### src/rtl/matmul_pkg.sv
// Shared types and helpers for the sequential 2x2 matrix multiplier.
// Optional saturation is selected by the MATMUL_SAT_EN macro (see mac_unit).
package matmul_pkg;

    localparam int unsigned DW_DEF = 4;
    localparam int unsigned CW_DEF = 2 * DW_DEF + 1;

    typedef enum logic [1:0] {
        StIdle = 2'd0,
        StMac  = 2'd1,
        StDone = 2'd2
    } state_e;

    typedef logic [2:0] step_t;

    // Row-major flat index of element [r][c] in a packed 2x2 matrix.
    function automatic int unsigned elem_idx(input logic r, input logic c);
        return (r ? 32'd2 : 32'd0) + (c ? 32'd1 : 32'd0);
    endfunction

    // Extract element k of width w from a packed vector (zero-extended to 32 bits).
    function automatic logic [31:0] get_elem(input logic [127:0] vec,
                                             input int unsigned w,
                                             input int unsigned k);
        logic [127:0] mask;
        logic [127:0] shifted;
        mask    = (128'd1 << w) - 128'd1;
        shifted = (vec >> (k * w)) & mask;
        return shifted[31:0];
    endfunction

endpackage

### src/rtl/mac_unit.sv
// Shared multiply-accumulate unit: DW x DW unsigned multiplier and CW accumulator.
// With MATMUL_SAT_EN defined the sum output saturates to 2^(2*DW)-1.
module mac_unit
    import matmul_pkg::*;
#(
    parameter int unsigned DW = DW_DEF,
    parameter int unsigned CW = 2 * DW + 1
) (
    input  logic          clk,
    input  logic          nRST,
    input  logic          i_clear,
    input  logic          i_en,
    input  logic          i_load,
    input  logic [DW-1:0] i_a,
    input  logic [DW-1:0] i_b,
    output logic [CW-1:0] o_sum
);

    logic [2*DW-1:0] w_prod;
    logic [CW-1:0]   w_prod_ext;
    logic [CW-1:0]   w_sum_raw;
    logic [CW-1:0]   r_acc;

    assign w_prod     = i_a * i_b;
    assign w_prod_ext = CW'(w_prod);
    assign w_sum_raw  = r_acc + w_prod_ext;

`ifdef MATMUL_SAT_EN
    localparam logic [CW-1:0] SatMax = CW'({(2 * DW){1'b1}});
    assign o_sum = (w_sum_raw > SatMax) ? SatMax : w_sum_raw;
`else
    assign o_sum = w_sum_raw;
`endif

    always_ff @(posedge clk or negedge nRST) begin
        if (!nRST) begin
            r_acc <= '0;
        end else if (i_clear) begin
            r_acc <= '0;
        end else if (i_en) begin
            r_acc <= i_load ? w_prod_ext : w_sum_raw;
        end
    end

endmodule

### src/rtl/matmul_seq.sv
// Sequential 2x2 matrix multiplier C = A x B stepping one shared MAC through 8 products.
// Build option MATMUL_SAT_EN saturates each result element (handled inside mac_unit).
module matmul_seq
    import matmul_pkg::*;
#(
    parameter int unsigned DW = DW_DEF,
    parameter int unsigned CW = 2 * DW + 1
) (
    input  logic            clk,
    input  logic            nRST,
    input  logic            start,
    input  logic            clear,
    input  logic [4*DW-1:0] a_in,
    input  logic [4*DW-1:0] b_in,
    output logic [4*CW-1:0] c_out,
    output logic            busy,
    output logic            done,
    output logic            c_valid
);

    state_e          r_state;
    step_t           r_step;
    logic [4*DW-1:0] r_a;
    logic [4*DW-1:0] r_b;
    logic [4*CW-1:0] r_c;
    logic            r_busy;
    logic            r_done;
    logic            r_c_valid;

    logic            w_i;
    logic            w_j;
    logic            w_m;
    logic [1:0]      w_out_idx;
    logic [DW-1:0]   w_a_op;
    logic [DW-1:0]   w_b_op;
    logic            w_mac_en;
    logic [CW-1:0]   w_sum;

    // step = {i, j, m}: output row, output column, inner-product term
    assign w_i       = r_step[2];
    assign w_j       = r_step[1];
    assign w_m       = r_step[0];
    assign w_out_idx = r_step[2:1];

    assign w_a_op   = DW'(get_elem(128'(r_a), DW, elem_idx(w_i, w_m)));
    assign w_b_op   = DW'(get_elem(128'(r_b), DW, elem_idx(w_m, w_j)));
    assign w_mac_en = (r_state == StMac) && !clear;

    mac_unit #(
        .DW (DW),
        .CW (CW)
    ) u_mac (
        .clk     (clk),
        .nRST    (nRST),
        .i_clear (clear),
        .i_en    (w_mac_en),
        .i_load  (!w_m),
        .i_a     (w_a_op),
        .i_b     (w_b_op),
        .o_sum   (w_sum)
    );

    always_ff @(posedge clk or negedge nRST) begin
        if (!nRST) begin
            r_state   <= StIdle;
            r_step    <= '0;
            r_a       <= '0;
            r_b       <= '0;
            r_c       <= '0;
            r_busy    <= 1'b0;
            r_done    <= 1'b0;
            r_c_valid <= 1'b0;
        end else if (clear) begin
            r_state   <= StIdle;
            r_step    <= '0;
            r_c       <= '0;
            r_busy    <= 1'b0;
            r_done    <= 1'b0;
            r_c_valid <= 1'b0;
        end else begin
            unique case (r_state)
                StIdle: begin
                    r_done <= 1'b0;
                    if (start) begin
                        r_a       <= a_in;
                        r_b       <= b_in;
                        r_step    <= '0;
                        r_c_valid <= 1'b0;
                        r_busy    <= 1'b1;
                        r_state   <= StMac;
                    end
                end
                StMac: begin
                    // Odd steps finish an inner product; the old c_out element is replaced here.
                    if (w_m) begin
                        r_c[w_out_idx*CW +: CW] <= w_sum;
                    end
                    r_step <= r_step + 3'd1;
                    if (r_step == 3'd7) begin
                        r_state   <= StDone;
                        r_busy    <= 1'b0;
                        r_done    <= 1'b1;
                        r_c_valid <= 1'b1;
                    end
                end
                StDone: begin
                    r_done  <= 1'b0;
                    r_state <= StIdle;
                end
                default: begin
                    r_state <= StIdle;
                    r_busy  <= 1'b0;
                    r_done  <= 1'b0;
                end
            endcase
        end
    end

    assign c_out   = r_c;
    assign busy    = r_busy;
    assign done    = r_done;
    assign c_valid = r_c_valid;

endmodule

### config.mk
export PLATFORM = sky130hd
export DESIGN_NAME = matmul_seq
export DESIGN_NICKNAME = d
export VERILOG_FILES = /design/src/rtl/matmul_pkg.sv /design/src/rtl/mac_unit.sv /design/src/rtl/matmul_seq.sv
export SDC_FILE = /design/constraint.sdc
export NUM_CORES = 1
export LEC_CHECK = 0
export ABC_AREA = 1
export CAP_MARGIN = 20
export CELL_PAD_IN_SITES_DETAIL_PLACEMENT = 0
export CELL_PAD_IN_SITES_GLOBAL_PLACEMENT = 1
export CORE_UTILIZATION = 43
export DETAILED_ROUTE_END_ITERATION = 8
export HOLD_SLACK_MARGIN = 0.05
export PLACE_DENSITY_LB_ADDON = 0.15
export SYNTH_ARGS = -nofsm -noshare
export SYNTH_HDL_FRONTEND = slang
export SYNTH_HIERARCHICAL = 1
export SYNTH_SLANG_ARGS = --single-unit
### constraint.sdc
create_clock -name clk -period 8.4 [get_ports clk]
set_clock_uncertainty 0.2 [all_clocks]
set_input_delay 1.68 -clock clk [delete_from_list [all_inputs] [get_ports clk]]
set_output_delay 1.68 -clock clk [all_outputs]
set_load 0.03 [all_outputs]
==> results of run 1 <==
## Yosys cell counts, types with 8 or more instances
master,number
o22ai_1,8
inv_1,97
dfrtp_1,85
o21ai_0,19
o21ai_1,18
buf_2,10
o21ai_2,14
nand2_1,186
ha_1,27
nand3_1,68
nor2_1,52
## area by class of cell
type	instances	area (sq um)
clock inverters	4	77.6
clock buffers	12	267
multi-input cells	443	2400
repair buffers	76	773
inverters	102	383
flip-flops and latches	85	2130
fillers	1097	5210
well taps	143	179
## sequential cells by signal, summed over array words and instances (netlist names)
signal,flops
r_a,16
c_valid,1
busy,1
r_state,2
r_step,3
done,1
c_out,36
r_b,16
u_mac/r_acc,9
## stage by stage
stage	std cells	cell area [sq um]
after floorplan	648	5050
after global placement	848	5840
after detailed placement	848	5840
after CTS	864	6180
after global routing	865	6210
final	865	6210
## routing by layer
| layer | track usage (%) | part of all wire, % | vias to the layer above |
|---|---|---|---|
| met3 | 4.41 | 4.2 | 12 |
| met1 | 31.4 | 51 | 2001 |
| met2 | 30.7 | 43 | 88 |
| li1 | - | - | 2181 |
| met4 | 7.52 | 1.4 | 0 |
| met5 | 0 | 0 | - |
## final timing paths
path / from / slack, ns / cells after the start / endpoint
max: r_step[1] / 3.01 / 24 / c_out[17]
min: r_a[4] / 0.28 / 2 / r_a[4]
max reg2reg: r_step[1] / 3.01 / 24 / c_out[17]
min reg2reg: r_a[4] / 0.28 / 2 / r_a[4]
max in group asynchronous: nRST / 6.38 / 2 / r_a[2]
min in group asynchronous: nRST / 1.01 / 1 / u_mac/r_acc[5]
## logic make-up after synthesis
family                   share of synthesized area (%)
AO/OA/AOI/OAI                                     8.45
XOR/XNOR                                         0.694
adder cells (fa/ha/maj)                           8.67
buffers and inverters                             10.3
flip-flops                                        42.1
AND/OR/NAND/NOR                                   29.8
## cell usage in the layout (no fill, tap or decap), drive strengths merged, types with 4 or more instances in the layout
cell / instances
nand2: 196
inv: 103
dfrtp: 85
clkdlybuf4s50: 73
nand3: 70
nor2: 57
o21ai: 51
ha: 27
clkbuf: 12
o22ai: 8
and2: 7
a21oi: 6
fa: 5
nand4: 4
## worst max-delay path: stages (launching register included)
cell,delay (ns)
dfrtp_1,0.66
inv_1,0.46
o21ai_0,0.13
o22ai_1,0.32
nand2_1,0.14
fa_1,0.52
inv_1,0.05
fa_1,0.55
inv_1,0.06
fa_1,0.45
nand3b_1,0.17
nand2_1,0.08
nand2_1,0.06
and2_1,0.16
ha_1,0.33
nand2_1,0.08
inv_1,0.05
a21oi_1,0.19
nand2_1,0.08
nand2_1,0.07
and2_1,0.17
nand2_1,0.08
nor2_1,0.14
nand2_1,0.07
nand2_1,0.06
## power by group
group | switching [mW] | internal, mW | total (mW)
clock | 0.171 | 0.287 | 0.458
combinational | 0.322 | 0.181 | 0.503
sequential | 0.0353 | 0.463 | 0.498
==> results.json, run 1 <==
{
  "startpoint_type": "flop",
  "drtIter0Drc": 247,
  "ys_seq_elements": 85,
  "fin_crit_ns": 5.39,
  "hold_buffers": 0,
  "chipWidth_microns": 110,
  "firstDrtPassIters": 5,
  "grt_pass1_vias": 3956,
  "fmax_mhz": 186,
  "clock_sinks": 85,
  "wirelength_microns": 11900,
  "place_congestion": 0.854,
  "numCtsBuffers": 9,
  "syn_inst": 648,
  "final_util_pct": 54.4,
  "post-route-period-util_pct": 64.1,
  "antenna_left": 0,
  "pre_cts_slack_ns": 3.04,
  "powerDensity_nw_per_um2": 235,
  "overflow": 0,
  "yosysTopAreaCell": "dfrtp_1",
  "port_buffers": 74,
  "cts-root-buf": "clkbuf_16",
  "grt_pass1_wl_microns": 19500,
  "tns_ns": 0,
  "hp-class": "reg2reg",
  "grt_start_max_net_pins": 86,
  "cp_max_fo": 23,
  "initial_utilization_pct": 44.2,
  "status": "finished clean",
  "crit_required_ns": 8.49,
  "synth_nets": 716,
  "die-height_microns": 110,
  "avgSynthCellArea_sq_um": 7.79,
  "grt_usage_pct": 21.3,
  "synth.distinct_cells": 32,
  "seq_area_frac_synth_pct": 42.1,
  "insertedDiodeCount": 0,
  "core_sq_um": 11400,
  "route.vias.total": 4282,
  "vdd_ir_drop_max_v": 0.000175,
  "clk_latency_ns": 0.35,
  "leakagePower_nw": 3.36,
  "post_cts_buffers": 0,
  "async_flop_share_pct": 100,
  "dp.final_hpwl_microns": 8670,
  "synthFlopType": "dfrtp_1",
  "cap_violations": 0,
  "critPathArrivalTime_ns": 5.47,
  "rows": 39,
  "maxSlewViolCount": 0,
  "power_mw": 1.46,
  "syn_area_sq_um": 5050,
  "slew_headroom_pct": 35.3,
  "fin_nets": 785,
  "io-pin-count": 75,
  "die_area_sq_um": 12200,
  "h-tree-depth": 3,
  "wl_per_cell_microns": 13.8,
  "yosysWarnings": 6,
  "max_slew.worst_pin.slew_ns": 0.970,
  "worst_slack_ns": 3.01,
  "fin_hold_ws_ns": 0.282,
  "drive_gt1_share_pct": 7.89,
  "synth_edf_count": 0,
  "setup_viol": 0,
  "drc": 0,
  "clockBufferDepth": 2,
  "antenna_found_initial": 0,
  "cts_tree": "yes",
  "critPathCaptureType": "flop",
  "rsz0062_at_grt": "false",
  "ctsResizeCount": 0,
  "area_growth_pct": 23.0,
  "worstSetupPathType": "reg2reg",
  "clk_pin_slew_ns": 0.06,
  "yosysTopAreaCellShare_pct": 42.1,
  "routed_via_density": 4.95,
  "synth_area_leaders": "dfrtp_1 42%, nand2_1 14%, inv_1 7.2%",
  "hold_violations": 0
}
Note: power is estimated with default switching activity, not from simulation.
==> run 2: changes to the inputs <==
--- a/config.mk
+++ b/config.mk
@@ -9,7 +9,7 @@
 export CAP_MARGIN = 20
 export CELL_PAD_IN_SITES_DETAIL_PLACEMENT = 0
 export CELL_PAD_IN_SITES_GLOBAL_PLACEMENT = 1
-export CORE_UTILIZATION = 43
+export CORE_UTILIZATION = 36
 export DETAILED_ROUTE_END_ITERATION = 8
 export HOLD_SLACK_MARGIN = 0.05
 export PLACE_DENSITY_LB_ADDON = 0.15
==> constraint.sdc (replaced) <==
create_clock -name clk -period 4.4 [get_ports clk]
set_clock_uncertainty 0.2 [all_clocks]
set_input_delay 0.88 -clock clk [delete_from_list [all_inputs] [get_ports clk]]
set_output_delay 0.88 -clock clk [all_outputs]
set_load 0.03 [all_outputs]
==> run 2 against run 1 <==
  * Critical path depth shrank 1
  * Non-clock buffer count grew 40
  * Worst setup slack lost 3.0 ns
  * Total power grew 110%
  * Die area grew 19%
  * Flip-flop and latch count is the same
  * First-iteration DRC count shrank 18%
  * Final cell count grew 8.3%
  * Maximum frequency grew 23%
  * Core utilization shrank 4.2 points
  * Sequential share of layout area shrank 2.7 points
  * Critical path type unchanged
  * Largest cell class unchanged
  * Highest routed layer unchanged
==> results.json, run 2 (synthesis results as in run 1) <==
{
  "wirelength_microns": 12700,
  "multi_input_area_sq_um": 2650,
  "r2r_slack_ns": 0.01,
  "fmax_mhz": 228,
  "rr_endpoint": "c_out[25]",
  "final_cell_mix": "174 x nand2_1, 87 x inv_1, 84 x dfrtp_1",
  "max_slew.worst_pin.slew_ns": 0.837,
  "critPathCaptureType": "flop",
  "crit_end": "c_out[25]",
  "dp.final_hpwl_microns": 9340,
  "slew_headroom_pct": 44.1,
  "final_util_pct": 50.2,
  "layout_commonest_cell": "nand2_1",
  "wl_per_cell_microns": 13.5,
  "hp-class": "in2async",
  "rows": 42,
  "antenna_found_initial": 0,
  "placed_cells": 915,
  "startpoint_type": "flop",
  "hold_buffers": 0,
  "overflow": 0,
  "dpl_cell_area_sq_um": 6160,
  "cts_tree": "yes",
  "powerDensity_nw_per_um2": 447,
  "h-tree-depth": 3,
  "antenna_left": 0,
  "fin_crit_ns": 4.39,
  "design_area_sq_um": 6750,
  "fin_nets": 825,
  "port_buffers": 74,
  "pre_cts_slack_ns": -0.220,
  "rsz0062_at_grt": "true",
  "leakagePower_nw": 3.60,
  "routed_via_density": 4.74,
  "grt_pass1_vias": 4243,
  "maxSlewViolCount": 0,
  "insertedDiodeCount": 0,
  "place_congestion": 0.855,
  "clk_pin_slew_ns": 0.06,
  "cap_violations": 0,
  "initial_utilization_pct": 37.5,
  "drc": 0,
  "crit_start": "r_step[0]",
  "largest_register_ffs": 36,
  "grt_pass1_wl_microns": 20700,
  "post-route-period-util_pct": 99.7,
  "finalNonFillerCells": 937,
  "rr_startpoint": "r_step[0]",
  "fill_cells": 1385,
  "seq_area_sq_um": 2130,
  "worst_slack_ns": 0.0123,
  "clk_latency_ns": 0.35,
  "firstDrtPassIters": 4,
  "grt_usage_pct": 18.4,
  "area_growth_pct": 33.8,
  "route.vias.total": 4444,
  "vdd_ir_drop_max_v": 0.000250,
  "drtIter0Drc": 202,
  "setup_viol": 0,
  "crit_required_ns": 4.44,
  "chipWidth_microns": 120,
  "die-height_microns": 120,
  "io-pin-count": 75,
  "worstSetupPathType": "reg2reg",
  "numCtsBuffers": 9,
  "clock_sinks": 85,
  "critPathArrivalTime_ns": 4.42,
  "fin_hold_ws_ns": 0.261,
  "clockBufferDepth": 2,
  "status": "finished clean",
  "core_sq_um": 13500,
  "cts-root-buf": "clkbuf_16",
  "grt_start_max_net_pins": 86,
  "hold_violations": 0,
  "power_mw": 3.02,
  "tns_ns": 0,
  "ff2ff_path_depth": 23,
  "cp_max_fo": 5,
  "die_area_sq_um": 14500,
  "drive_gt1_share_pct": 20.2
}
-- run 2: cell count changes in the layout (fill, tap and decap cells not counted), moves of 7 or more --
cell / before / now
nand2_2: 3 / 12
inv_2: 5 / 14
nor2_1: 52 / 43
nand2_1: 186 / 174
o21ai_0: 19 / 12
inv_1: 97 / 87
buf_4: 2 / 37
-- run 2: repair_timing --
| item | 4_1_cts | 5_1_grt |
|---|---|---|
| endpoints found under the setup margin | 18 | 24 |
| buffers inserted | 0 | 6 |
| endpoints found under the hold margin | 0 | 0 |
| pin swaps | 4 | 56 |
| gates resized for setup | 8 | 68 |
-- run 2: worst max-delay path: stages, from the launching register on --
cell,delay [ns]
dfrtp_2,0.45
buf_6,0.14
o21ai_1,0.24
o22ai_4,0.12
buf_4,0.16
nand2_1,0.06
inv_1,0.05
fa_1,0.39
ha_1,0.31
ha_1,0.37
a21oi_1,0.17
nand2_1,0.09
or2_1,0.25
and2_4,0.17
ha_4,0.29
nand2_4,0.06
nor2_2,0.11
nand2_1,0.09
nand2_1,0.08
nand2_1,0.06
and2_4,0.17
buf_4,0.13
nand3_2,0.06
nand2_1,0.05
-- run 2: metal layers --
| layer | wire length (microns) | vias up | share of wire, % | global-route usage (%) |
|---|---|---|---|---|
| li1 | - | 2261 | - | - |
| met5 | 0 | - | 0 | 0 |
| met2 | 5550 | 90 | 44 | 27.0 |
| met3 | 515 | 14 | 4.1 | 3.07 |
| met1 | 6430 | 2079 | 51 | 26.8 |
| met4 | 180 | 0 | 1.4 | 7.33 |
-- run 2: area by class of cell --
cell class                      instances  area share [%]
Clock buffer                           12            3.80
Tap cell                              176            3.26
Sequential cell                        85            31.5
Clock inverter                          3           0.315
Timing Repair Buffer                  116            16.2
Inverter                              102            5.74
Multi-Input combinational cell        443            39.2
-- run 2: worst min-delay path by stage --
stage | endpoint | slack (ns)
after floorplan | r_b[4] | 0.25
after global placement | busy | 0.26
after detailed placement | c_valid | 0.27
after CTS | c_valid | 0.28
after global routing | r_b[15] | 0.28
final | r_b[15] | 0.26
-- run 2: power by group --
part | leakage [nW] | total, mW | internal (mW) | switching [mW]
registers | 1.13 | 0.960 | 0.884 | 0.0758
logic | 2.34 | 1.33 | 0.610 | 0.722
clock network | 0.135 | 0.726 | 0.411 | 0.315
==> run 3: changes to the inputs <==
--- a/config.mk
+++ b/config.mk
@@ -10,6 +10,7 @@
 export CELL_PAD_IN_SITES_DETAIL_PLACEMENT = 0
 export CELL_PAD_IN_SITES_GLOBAL_PLACEMENT = 1
 export CORE_UTILIZATION = 36
+export CTS_CLUSTER_SIZE = 16
 export DETAILED_ROUTE_END_ITERATION = 8
 export HOLD_SLACK_MARGIN = 0.05
 export PLACE_DENSITY_LB_ADDON = 0.15
==> results of run 3 <==
No change in the layout: final DEF, timing and power equal those of run 2.
